==> config.mk <==
export PLATFORM = sky130hd
export DESIGN_NAME = candy_control
export DESIGN_NICKNAME = d
export VERILOG_FILES = /design/src/rtl/candy_control.sv
export SDC_FILE = /design/constraint.sdc
export NUM_CORES = 1
export LEC_CHECK = 0
export ABC_AREA = 1
export BUFFER_PORTS_ARGS = -buffer_cell sky130_fd_sc_hd__buf_4
export CAP_MARGIN = 25
export CORE_UTILIZATION = 40
export CTS_CLUSTER_DIAMETER = 100
export DETAILED_ROUTE_END_ITERATION = 12
export PLACE_DENSITY_LB_ADDON = 0.05
export SLEW_MARGIN = 20
export SYNTH_ARGS = -nofsm -noshare
export SYNTH_HDL_FRONTEND = slang
export SYNTH_SLANG_ARGS = --single-unit
==> constraint.sdc <==
create_clock -name clk -period 4.1 [get_ports clk]
set_input_delay 1.025 -clock clk [delete_from_list [all_inputs] [get_ports clk]]
set_output_delay 1.025 -clock clk [all_outputs]
set_load 0.005 [all_outputs]
==> src/rtl/candy_control.sv <==
`default_nettype none
// ============================================================================
// Module      : candy_control
// Description : Vending machine control core: coin credit, vend, change.
// Revision    : 1.0 - initial release
// ============================================================================
module candy_control #(
    parameter int PRICE   = 3,
    parameter int MAX_SUM = 15
) (
    input  logic       clk,
    input  logic       rst,
    input  logic [2:0] in,
    output logic [3:0] sum,
    output logic [2:0] candy_sum,
    output logic [4:0] can_buy
);

    localparam logic [2:0] c_cmd_coin1  = 3'b001;
    localparam logic [2:0] c_cmd_coin5  = 3'b010;
    localparam logic [2:0] c_cmd_coin10 = 3'b011;
    localparam logic [2:0] c_cmd_vend   = 3'b101;
    localparam logic [2:0] c_cmd_change = 3'b110;
    localparam logic [2:0] c_cmd_clear  = 3'b111;
    localparam logic [2:0] c_candy_max  = 3'b111;

    logic [3:0] sum_q, sum_d;
    logic [2:0] candy_sum_q, candy_sum_d;
    logic [3:0] w_coin;
    logic [4:0] w_total;

    always_comb begin
        w_coin = 4'd0;
        case (in)
            c_cmd_coin1:  w_coin = 4'd1;
            c_cmd_coin5:  w_coin = 4'd5;
            c_cmd_coin10: w_coin = 4'd10;
            default:      w_coin = 4'd0;
        endcase
    end

    // One extra bit so the ceiling test cannot itself wrap.
    assign w_total = {1'b0, sum_q} + {1'b0, w_coin};

    always_comb begin
        sum_d       = sum_q;
        candy_sum_d = candy_sum_q;
        case (in)
            c_cmd_coin1, c_cmd_coin5, c_cmd_coin10: begin
                if (w_total <= 5'(MAX_SUM)) begin
                    sum_d = w_total[3:0];
                end
            end
            c_cmd_vend: begin
                if (sum_q >= 4'(PRICE)) begin
                    sum_d = sum_q - 4'(PRICE);
                    if (candy_sum_q != c_candy_max) begin
                        candy_sum_d = candy_sum_q + 3'd1;
                    end
                end
            end
            c_cmd_change, c_cmd_clear: begin
                sum_d       = 4'd0;
                candy_sum_d = 3'd0;
            end
            default: begin
                sum_d       = sum_q;
                candy_sum_d = candy_sum_q;
            end
        endcase
    end

    always_ff @(posedge clk or posedge rst) begin
        if (rst) begin
            sum_q       <= 4'd0;
            candy_sum_q <= 3'd0;
        end else begin
            sum_q       <= sum_d;
            candy_sum_q <= candy_sum_d;
        end
    end

    generate
        for (genvar k = 0; k < 5; k++) begin : g_can_buy
            localparam int THR = (k + 1) * PRICE;
            assign can_buy[k] = (32'(sum_q) >= THR);
        end
    endgenerate

    assign sum       = sum_q;
    assign candy_sum = candy_sum_q;

endmodule
`default_nettype wire

After elaboration in Yosys (flattened, before gate mapping)
Index checks and enable logic that the tools add are counted.
{"block": "totals", "elab_cells": 35, "reg_bits": 7, "inputBits": 5, "out_inout_bits": 12}
{"block": "classes", "n_reduce_logical": 6, "add_sub_neg": 3, "n_lt_le_gt_ge": 7, "eq_ne": 10, "mux": 7}
{"operator": "$pmux 4 s3", "n": 2}
{"operator": "$ge 4x4->1 const B", "n": 3}
{"operator": "$eq 3x3->1 const B", "n": 3}
{"operator": "$ge 4x2->1 const B", "n": 2}
{"operator": "$mux 4", "n": 2}
{"operator": "$eq 3x2->1 const B", "n": 2}
{"operator": "$mux 3", "n": 2}
{"operator": "$ne 2x2->1 const B", "n": 3}
{"operator": "$pmux 3 s2", "n": 1}
{"operator": "$reduce_and 3->1", "n": 2}
{"operator": "$add 4x4->5", "n": 1}
{"operator": "$le 5x4->1 const B", "n": 1}
{"operator": "$ge 4x3->1 const B", "n": 1}
{"operator": "$sub 4x2->4 const B", "n": 1}
{"operator": "$add 3x1->3 const B", "n": 1}
{"operator": "$eq 3x1->1 const B", "n": 1}
{"operator": "$ne 3x3->1 const B", "n": 1}
{"operator": "$reduce_bool 3->1", "n": 1}
{"operator": "$reduce_or 3->1", "n": 1}
{"operator": "$reduce_bool 2->1", "n": 1}
{"operator": "$reduce_or 2->1", "n": 1}

Longest topological paths before layout
{"block": "logic_depth", "word_depth": 6, "depth_mapped": 12, "ltp_nobuf": 12}

Worst setup path after synthesis
No wires, ideal clock.
{"block": "synth_path", "path_kind": "input port to flip-flop", "from": "in in[1]", "to": "reg sum_q[0], in the netlist sum[0]", "setup_slack_ps": 1741, "n_path_buf": 0, "path_stages": 11, "required_time_ps": 4035, "t_arrival_ps": 2294, "setup_ps": 65, "cell_sequence": "nor2_1 -> nor2_1 -> ha_1 -> inv_1 -> fa_1 -> nor2_1 -> o21ai_0 -> nand3_2 -> inv_2 -> nand2_1 -> nand2_1"}
{"block": "synth_between", "elab_chain_len": 6, "elab_cells_between_ends": 17, "classes_between": "add/sub (1); order compare (1); eq/ne (8); mux (3); reduce/logical (4)"}
{"element": "start: declaration", "line_no": "13", "text": "input logic [2:0] in,"}
{"element": "$eq 3x2->1 / $eq 3x1->1 (equally long branches)", "line_no": "34, 48"}
{"element": "$pmux 4 s3", "line_no": "34", "text": "case (in)"}
{"element": "$add 4x4->5", "line_no": "43", "text": "assign w_total = {1'b0, sum_q} + {1'b0, w_coin};"}
{"element": "$le 5x4->1", "line_no": "50", "text": "if (w_total <= 5'(MAX_SUM)) begin"}
{"element": "$ne 2x2->1 (no line)"}
{"element": "$reduce_and 3->1 (no line)"}
{"element": "end signal: assignment", "line_no": "78", "text": "sum_q <= sum_d;"}
{"element": "end: declaration", "line_no": "27", "text": "logic [3:0] sum_q, sum_d;"}
Several ways; a longest one is shown, not always the timed one. The select of a mux whose other input is x is not followed.
A chain may end at the register's enable or synchronous reset.

Final worst setup path
{"block": "layout_path", "from": "reg sum_q[0], in the netlist sum[0]", "to": "out can_buy[0]"}
{"block": "layout_between", "elab_chain_len": 1}
{"element": "$ge 4x2->1", "line_no": "86", "text": "assign can_buy[k] = (32'(sum_q) >= THR);"}
{"element": "end: declaration", "line_no": "16", "text": "output logic [4:0] can_buy"}
No other way between the ends.

==> PnR_summary.wiki <==
{| class="wikitable"
! Metric !! Value
|-
| RSZ-0062 raised after global routing || no
|-
| Cell accounting for the most synthesized area || sky130_fd_sc_hd__dfrtp_1
|-
| Fraction of layout cells with a size suffix above 1 || 24.8%
|-
| Clock Tree Root || sky130_fd_sc_hd__clkbuf_4
|-
| Layout Nets || 146
|-
| Total CTS buffers || 3
|-
| Maximum fanout encountered on the critical timing path || 8
|-
| Placed wire-length estimate || 1.29 mm
|-
| Origin of the worst min-delay path || candy_sum[2]
|-
| Max Cap Violations || 0
|-
| Count of unresolved DRC violations after routing || 0
|-
| Flip-flop and latch count after synthesis || 7
|-
| Most used standard cell by instance count after synthesis || sky130_fd_sc_hd__nand2_1
|-
| Share of the yosys chip area belonging to registers || 24.0%
|-
| Fillers || 190
|-
| GRT Util Overall || 19.0%
|-
| Startpoint types || flip-flop
|-
| Run status || finished clean
|-
| Maximum buffer depth of the clock tree || 2
|-
| Core region area || 1730 um2
|-
| Routed Wire Length || 1.59 mm
|-
| Top post-synthesis cells by area || sky130_fd_sc_hd__dfrtp_1, sky130_fd_sc_hd__nand2_1, sky130_fd_sc_hd__ha_1
|-
| Routed wl met2 || 725 um
|-
| Cell area after technology mapping || 729 um2
|-
| Post-CTS setup buffer count || 0
|-
| Final GP Congestion || 0.883
|-
| Upper clock frequency limit || 404 MHz
|-
| Shortest period the worst path allows || 2.47 ns
|-
| Leak Pwr || 0.529 nW
|-
| Most used DFF post-synth || sky130_fd_sc_hd__dfrtp_1
|-
| Async S/R FF share, synth || 100%
|-
| Worst Max-Slew Pin Slew || 0.314 ns
|-
| Worst setup skew after layout || 0.00436 ns
|-
| Startpoint of the worst setup timing path || sum[0]
|-
| Total of hold buffers inserted after clock tree synthesis || 0
|-
| Num Clock Sinks || 7
|-
| Hold/Removal Path Class || reg2reg
|-
| Worst EP arrival || 1.45 ns
|-
| DRT antenna net count || 0
|-
| Final period util || 60.4%
|-
| Vias in the first global route || 664
|-
| TritonRoute pass-1 iters || 4
|-
| Port bufs || 16
|-
| Largest net degree at the start of global routing || 9
|-
| Area grow syn2layout || 24.4%
|-
| Worst relative slew slack || 79.0%
|-
| Starting Density || 42.2%
|-
| Max-slew violation count || 0
|-
| Synth Warn # || 0
|-
| Overflow left after global routing || 0
|-
| Count of unique library cells instantiated by Yosys || 17
|-
| TritonCTS clock tree || built
|-
| Uppermost layer routed || met3
|-
| Mean area per synthesized cell || 6.69 um2
|-
| Critical path class || reg2out
|-
| Violation count after the first detailed-routing iteration || 13
|-
| Pwr Total || 0.000490 W
|-
| Routed via count || 708
|-
| # H-tree levels || 1
|-
| Reg clk slew, reported paths || 0.05 ns
|-
| Top post-synthesis cells by count || sky130_fd_sc_hd__nand2_1, sky130_fd_sc_hd__inv_1, sky130_fd_sc_hd__ha_1, sky130_fd_sc_hd__o21ai_0, sky130_fd_sc_hd__dfrtp_1
|-
| # diodes || 0
|-
| Mean number of vias per cell || 4.60
|-
| Boundary pin count || 17
|-
| Final count of hold timing violations || 0
|-
| Met1 wire length || 798 um
|-
| Clock network latency to the later pin of the worst-skew pair || 0.24 ns
|-
| Peak supply drop || 354 uV
|-
| Height of the die || 44.7 um
|-
| Wire length per cell after detailed routing || 10.3 um
|-
| Syn nets || 125
|-
| Final count of negative-setup-slack endpoints || 0
|-
| Horizontal die dimension || 44.7 um
|-
| Number of cell rows || 15
|-
| CP Capture Type || output pin
|-
| Quantity of gates resized following cts || 0
|-
| Post-synth EDFFs || 0
|-
| Synthesized netlist cell count || 109
|-
| Critical path data required time || 3.07 ns
|-
| Final total negative setup slack || 0 ns
|-
| Detail Route met3 WL || 69 um
|-
| Global-route wire length before repair || 2.78 mm
|-
| Number of antenna violations at the first check in global routing || 0
|-
| Synth top area share || 24.0%
|-
| Area of the die || 2000 um2
|-
| FF-to-FF Start || sum[0]
|-
| Cell Pwr Density || 541 nW/um2
|}
## metrics by stage
step / utilization [%] / worst slack [ns] / hold WS (ns) / cell area (um2) / cells
finish: 52.5 / 1.63 / 0.549 / 907 / 154
global route: 52.5 / 1.48 / 0.575 / 907 / 154
CTS: 52.5 / 1.62 / 0.552 / 907 / 154
detailed placement: 51.0 / 1.46 / 0.538 / 881 / 150
global placement: 51.0 / 1.52 / 0.541 / 881 / 150
floorplan: - / 1.74 / 0.523 / 729 / 109
## worst paths after layout
check                                    end  slack [ns]  cells after the start
worst max-delay path              can_buy[0]        1.63                      6
worst min-delay path            candy_sum[2]        0.55                      2
worst max register to register        sum[3]        2.31                      9
worst min register to register  candy_sum[2]        0.55                      2
max in group asynchronous             sum[3]        3.17                      2
min in group asynchronous             sum[0]        0.71                      2
## per-layer routing
layer	vias to the layer above	track usage [%]
met5	-	0
met2	20	31.8
li1	379	-
met1	309	24.9
met3	0	7.20
met4	0	0
## logic make-up (layout without fill, tap and decap cells)
logic type | after synthesis | count (layout) | share of synthesized area, %
simple gates | 56 | 56 | 35.2
buf+inv | 22 | 42 | 11.3
compound gates | 12 | 12 | 8.40
fa+ha+maj | 11 | 11 | 19.9
flops | 7 | 7 | 24.0
xor+xnor | 1 | 1 | 1.20
## final cells by class
class,count,area [um2],share of cell area (%)
sequential,7,175,19.3
tap,25,31.3,3.45
timing repair buffer,16,120,13.2
inverter,22,82.6,9.10
multi-input combinational,80,472,52.0
clock buffer,4,26.3,2.90
## worst max-delay path, stage by stage (launching register included)
cell and delay [ns]:
sky130_fd_sc_hd__dfrtp_1 0.48, sky130_fd_sc_hd__ha_1 0.26, sky130_fd_sc_hd__inv_1 0.09, sky130_fd_sc_hd__nand2_2 0.06, sky130_fd_sc_hd__nor2_2 0.13, sky130_fd_sc_hd__inv_1 0.05, sky130_fd_sc_hd__buf_4 0.13
## registers in the layout, summed over array words and instances, names as in the netlist
signal     count
sum            4
candy_sum      3
## layout by cell type (no fill, tap or decap)
| master | count |
|---|---|
| sky130_fd_sc_hd__fa_1 | 1 |
| sky130_fd_sc_hd__a21oi_1 | 2 |
| sky130_fd_sc_hd__nor2_4 | 2 |
| sky130_fd_sc_hd__nand3_1 | 6 |
| sky130_fd_sc_hd__nor2_2 | 1 |
| sky130_fd_sc_hd__dfrtp_1 | 7 |
| sky130_fd_sc_hd__ha_1 | 10 |
| sky130_fd_sc_hd__clkbuf_4 | 3 |
| sky130_fd_sc_hd__inv_1 | 17 |
| sky130_fd_sc_hd__a31oi_1 | 1 |
| sky130_fd_sc_hd__nand2_1 | 35 |
| sky130_fd_sc_hd__inv_2 | 5 |
| sky130_fd_sc_hd__nand2_2 | 3 |
| sky130_fd_sc_hd__o21ai_0 | 9 |
| sky130_fd_sc_hd__xor2_1 | 1 |
| sky130_fd_sc_hd__buf_4 | 16 |
| sky130_fd_sc_hd__nand3_2 | 2 |
| sky130_fd_sc_hd__nor3_1 | 1 |
| sky130_fd_sc_hd__nor2_1 | 6 |
| sky130_fd_sc_hd__clkbuf_1 | 1 |
## power breakdown
| group | switching [W] | total [W] | internal, W |
|---|---|---|---|
| Clock | 0.0000221 | 0.0000590 | 0.0000369 |
| Sequential | 0.0000529 | 0.000152 | 0.0000993 |
| Combinational | 0.000144 | 0.000279 | 0.000136 |
Note: power is estimated with default switching activity, not from simulation.
